$ cat src/rtl/fetch_unit.sv
// RV32I instruction-fetch stage: fetch PC, imem handshake and F/D register.
// One request outstanding at most; a single hold slot absorbs responses during decode stalls.
module fetch_unit #(
   parameter logic [31:0] RESET_PC  = 32'h0000_0000,
   parameter logic [31:0] NOP_INSTR = 32'h0000_0013
) (
   input  logic        i_clk,
   input  logic        i_reset,
   input  logic        i_f_stall,
   input  logic        i_fd_stall,
   input  logic        i_fd_flush,
   input  logic        i_e_mux_pc_src,
   input  logic [31:0] i_e_pc_target,
   output logic        o_imem_req_valid,
   output logic [31:0] o_imem_req_addr,
   input  logic        i_imem_req_ready,
   input  logic        i_imem_resp_valid,
   input  logic [31:0] i_imem_resp_data,
   output logic [31:0] o_d_instr,
   output logic [31:0] o_d_pc,
   output logic [31:0] o_d_pc_plus4,
   output logic        o_d_valid
);

   localparam logic [1:0] S_REQ  = 2'd0;
   localparam logic [1:0] S_WAIT = 2'd1;
   localparam logic [1:0] S_HOLD = 2'd2;
   localparam logic [1:0] S_DROP = 2'd3;

   logic [1:0]  state_q, state_d;
   logic [31:0] pc_q, pc_d;
   logic [31:0] hold_q, hold_d;
   logic [31:0] instr_q, instr_d;
   logic [31:0] dpc_q, dpc_d;
   logic [31:0] dpc4_q, dpc4_d;
   logic        dval_q, dval_d;

   logic        redirect;
   logic        resp_w;
   logic        avail;
   logic        deliver;
   logic        accept;
   logic [31:0] pc_plus4;
   logic [31:0] instr_av;
   logic [31:0] tgt_al;
   logic        unused_tgt;

   assign redirect   = i_e_mux_pc_src;
   assign tgt_al     = {i_e_pc_target[31:2], 2'b00};
   assign unused_tgt = ^i_e_pc_target[1:0];
   assign pc_plus4   = pc_q + 32'd4;
   assign resp_w     = (state_q == S_WAIT) & i_imem_resp_valid;
   assign avail      = resp_w | (state_q == S_HOLD);
   assign deliver    = avail & ~i_fd_stall & ~i_fd_flush & ~redirect;
   assign instr_av   = (state_q == S_HOLD) ? hold_q : i_imem_resp_data;

   // WAIT issues the next word in the same cycle it hands one to decode
   assign o_imem_req_valid = ~i_reset & ~i_f_stall &
                             ((state_q == S_REQ) | (resp_w & deliver));
   assign o_imem_req_addr  = (state_q == S_REQ) ? pc_q : pc_plus4;
   assign accept           = o_imem_req_valid & i_imem_req_ready;

   always_comb begin
      state_d = state_q;
      hold_d  = hold_q;
      unique case (state_q)
         S_REQ: begin
            // a request accepted while being redirected is stale on return
            if (accept) state_d = redirect ? S_DROP : S_WAIT;
         end
         S_WAIT: begin
            if (redirect) begin
               state_d = i_imem_resp_valid ? S_REQ : S_DROP;
            end else if (i_imem_resp_valid) begin
               if (deliver) begin
                  state_d = accept ? S_WAIT : S_REQ;
               end else begin
                  hold_d  = i_imem_resp_data;
                  state_d = S_HOLD;
               end
            end
         end
         S_HOLD: begin
            if (redirect | deliver) state_d = S_REQ;
         end
         S_DROP: begin
            if (i_imem_resp_valid) state_d = S_REQ;
         end
         default: state_d = S_REQ;
      endcase
   end

   always_comb begin
      pc_d = pc_q;
      if (redirect)     pc_d = tgt_al;
      else if (deliver) pc_d = pc_plus4;
   end

   always_comb begin
      instr_d = instr_q;
      dpc_d   = dpc_q;
      dpc4_d  = dpc4_q;
      dval_d  = dval_q;
      if (i_fd_flush | redirect) begin
         instr_d = NOP_INSTR;
         dval_d  = 1'b0;
      end else if (i_fd_stall) begin
         dval_d  = dval_q;
      end else if (deliver) begin
         instr_d = instr_av;
         dpc_d   = pc_q;
         dpc4_d  = pc_plus4;
         dval_d  = 1'b1;
      end else begin
         instr_d = NOP_INSTR;
         dval_d  = 1'b0;
      end
   end

   always_ff @(posedge i_clk) begin
      if (i_reset) begin
         state_q <= S_REQ;
         pc_q    <= RESET_PC;
         hold_q  <= NOP_INSTR;
         instr_q <= NOP_INSTR;
         dpc_q   <= 32'd0;
         dpc4_q  <= 32'd0;
         dval_q  <= 1'b0;
      end else begin
         state_q <= state_d;
         pc_q    <= pc_d;
         hold_q  <= hold_d;
         instr_q <= instr_d;
         dpc_q   <= dpc_d;
         dpc4_q  <= dpc4_d;
         dval_q  <= dval_d;
      end
   end

   assign o_d_instr    = instr_q;
   assign o_d_pc       = dpc_q;
   assign o_d_pc_plus4 = dpc4_q;
   assign o_d_valid    = dval_q;

endmodule

$ cat config.mk
export PLATFORM = sky130hd
export DESIGN_NAME = fetch_unit
export DESIGN_NICKNAME = d
export VERILOG_FILES = /design/src/rtl/fetch_unit.sv
export SDC_FILE = /design/constraint.sdc
export NUM_CORES = 1
export LEC_CHECK = 0
export ABC_AREA = 1
export CAP_MARGIN = 25
export CORE_MARGIN = 2
export CORE_UTILIZATION = 53
export CTS_BUF_LIST = sky130_fd_sc_hd__clkbuf_4 sky130_fd_sc_hd__clkbuf_8
export CTS_CLUSTER_SIZE = 8
export DETAILED_ROUTE_END_ITERATION = 7
export PLACE_DENSITY = 0.95
export SYNTH_ARGS = -nofsm -noshare
export SYNTH_HDL_FRONTEND = slang
export SYNTH_SLANG_ARGS = --single-unit
$ cat constraint.sdc
create_clock -name i_clk -period 2.94 [get_ports i_clk]
set_clock_uncertainty 0.1 [all_clocks]
set_input_delay 0.441 -clock i_clk [delete_from_list [all_inputs] [get_ports i_clk]]
set_output_delay 0.441 -clock i_clk [all_outputs]
set_load 0.01 [all_outputs]
==> flow_metrics.py <==
metrics = {
    "final_layout": {
        "utilization_pct": 74.5,
        "seqCellArea_sq_um": 3170,
        "syn_to_final_growth_pct": 38.2,
        "antenna_cells": 0,
        "mostFrequentLayoutCells": "308 x nand2_1, 172 x clkdlybuf4s50_1, 143 x dfxtp_1",
        "drive_above_1_share_pct": 10.9,
        "layout_commonest_cell": "nand2_1",
        "fillers": 946,
        "multiInputGateArea_sq_um": 3500,
        "num-nets-final": 1287,
    },
    "floorplanning": {
        "row_count": 42,
        "io-pin-count": 202,
        "die_w_microns": 120,
        "floorplan.initialDensity_pct": 53.9,
        "dieArea_sq_um": 14400,
        "fp.dieH_microns": 120,
        "core_sq_um": 13200,
    },
    "synthesis": {
        "yosys.area_share.adder_pct": 0.176,
        "yosys.area_share.simple_pct": 24.6,
        "synth_edf_count": 0,
        "seq_area_frac_synth_pct": 44.2,
        "yosys_warnings": 0,
        "ys_ff_latch": 157,
        "async_flop_share_pct": 0,
        "syn_area_per_cell_sq_um": 6.95,
        "synth_top_family_by_area": "simple AND/OR/NAND/NOR gates",
        "netlist_area_sq_um": 7110,
        "synth_cell_types": 32,
        "synth_compound_area_share_pct": 19.3,
        "muxShareOfSynthArea_pct": 0,
        "synth_xor_area_share_pct": 2.71,
        "synth-main-ff-cell": "dfxtp_1",
        "synth_cells": 1023,
    },
    "route": {
        "drt_first_pass_iters": 6,
        "drc": 0,
        "num_vias": 7732,
        "wirelength_mm": 22.2,
        "vias_per_cell": 5.51,
        "wl_per_cell_microns": 15.8,
        "ant_nets": 0,
        "drt_iter0_drc": 794,
    },
    "critical_path": {
        "path_buf_inv": 1,
        "cp-end-kind": "output pin",
        "crit_required_ns": 2.40,
        "crit_path_start_kind": "flip-flop",
        "crit_fanout": 5,
        "crit_path_max_incr_delay_ns": 0.54,
        "worstPathArrival_ns": 2.35,
        "cp_cell_sequence": "nand2_4, nor2_4, nand2_2, nor3_2, xor2_1, nand2_1, nand2_1, clkdlybuf4s50_1",
        "slowest_stage": "clkdlybuf4s50_1",
        "critical_path.most_common_cell": "nand2_1",
        "worstSetupPathType": "flip-flop to output pin",
        "cp_top_family": "simple AND/OR/NAND/NOR gates",
    },
    "power": {
        "p_comb_share_pct": 18.6,
        "power_uw": 4600,
        "sw_frac_of_total_pct": 29.2,
        "pwr-share-seq_pct": 48.9,
        "p_per_area_nw_per_um2": 468,
        "clock_power_share_pct": 32.5,
        "irDropWorstVdd_mv": 0.307,
        "p_switching_uw": 1340,
        "leakagePower_uw": 0.00388,
        "p_int_uw": 3260,
    },
    "clocking": {
        "postCtsHoldBufs": 0,
        "cts.clk_slew.worst_paths_ns": 0.08,
        "cts_buffer_depth": 2,
        "cts_num_sinks": 157,
        "cts_tree": "built",
        "cts-root-buf": "clkbuf_8",
        "clock_latency_ns": 0.47,
        "numCtsBuffers": 17,
        "htree_levels": 4,
    },
    "place": {
        "io_buffers": 193,
        "pre_cts_slack_ns": 0.160,
        "hpwlAfterDp_mm": 14.7,
        "place_congestion": 0.929,
    },
    "grt": {
        "grt_antenna_before_repair": 0,
        "grt_usage_pct": 30.2,
        "grt_overflow": 0,
        "grt_pass1_wl_mm": 34.6,
        "first_global_vias": 7242,
        "grt_max_degree": 96,
    },
    "sta": {
        "fin_ws_ns": 0.0532,
        "period_needed_ns": 2.89,
        "relSlewSlack_pct": 53.1,
        "fmax_mhz": 346,
        "period_share_pct": 98.2,
        "hold_viol": 0,
        "finalMaxSlewViolations": 0,
        "setup_viol": 0,
        "rsz0062_at_grt": "yes",
        "tightest_slew_ns": 0.703,
    },
    "worst_hold_path": {
        "min_path_type": "flip-flop to flip-flop",
    },
    "run_status": {
        "status": "complete, no violations",
    },
    "job": {
        "cap_violations": 0,
    },
}
-- routing by layer --
metal | GRT usage [%] | part of all wire, %
met2 | 51.2 | 48
met5 | 0 | 0
met4 | 16.0 | 4.0
met1 | 34.9 | 39
met3 | 8.03 | 8.9
-- Yosys cell counts (3+ instances only) --
cell	n	share of area [%]
a21oi_1	122	8.6
a31oi_1	19	1.7
buf_1	3	0.16
buf_2	19	1.3
buf_4	9	0.95
clkbuf_1	35	1.8
dfxtp_1	157	44
inv_1	84	4.4
nand2_1	309	16
nand2_2	4	0.35
nand3_1	24	1.7
nand4_1	5	0.44
nor2_1	51	2.7
nor3_1	12	0.84
nor3_2	4	0.56
nor3_4	3	0.69
o21ai_0	124	8.7
or2_1	3	0.26
xor2_1	21	2.6
-- worst reg2reg max path, delay by kind of cell (launching register included) --
family | cells | cell delay (ns)
xor+xnor | 1 | 0.25
flops | 1 | 0.38
simple gates | 5 | 0.73
compound gates | 1 | 0.17
buf+inv | 5 | 0.53
-- per-stage QoR --
step	instance area (sq um)	setup TNS, ns	hold slack, ns	std cells
after global routing	9830	-0.150	0.369	1402
after detailed placement	9200	0	0.340	1355
after floorplan	7130	0	0.324	1028
after CTS	9720	-0.273	0.344	1397
final	9830	0	0.346	1402
after global placement	9200	0	0.332	1355
-- registers in the layout, summed over array words and instances (netlist names) --
register      cells
hold_q           32
o_d_valid         1
o_d_pc_plus4     30
state_q           2
o_d_instr        32
o_d_pc           30
pc_q             30
-- worst paths after layout --
check	startpoint	slack (ns)	depth (start not counted)	endpoint
max	pc_q[5]	0.05	8	o_imem_req_addr[21]
min	hold_q[30]	0.35	2	hold_q[30]
max reg2reg	pc_q[14]	0.69	12	pc_q[15]
min reg2reg	hold_q[30]	0.35	2	hold_q[30]
-- power groups by stage --
stage	Combinational (uW)	Clock [uW]	Sequential (uW)
after detailed placement	840	0	2300
final	855	1490	2250
after global routing	928	1620	2260
after CTS	835	1510	2250
after floorplan	443	0	2290
after global placement	826	0	2290
-- final cells by class --
| type | instances | share of cell area, % |
|---|---|---|
| flip-flops and latches | 157 | 32.3 |
| multi-input cells | 718 | 35.6 |
| inverters | 86 | 3.28 |
| clock buffers | 20 | 2.74 |
| well taps | 176 | 2.24 |
| repair buffers | 234 | 22.9 |
| clock inverters | 11 | 0.967 |
-- cells by family after synthesis --
logic type / Yosys count
simple gates: 421
compound gates: 268
flops: 157
buf+inv: 153
xor+xnor: 22
fa+ha+maj: 1
other cells: 1
-- timing repair --
item                       CTS  global route
setup endpoints to repair   23            21
buffers inserted            11             5
pin swaps                    8            10
resized for setup           45            38
Note: power is estimated with default switching activity, not from simulation.
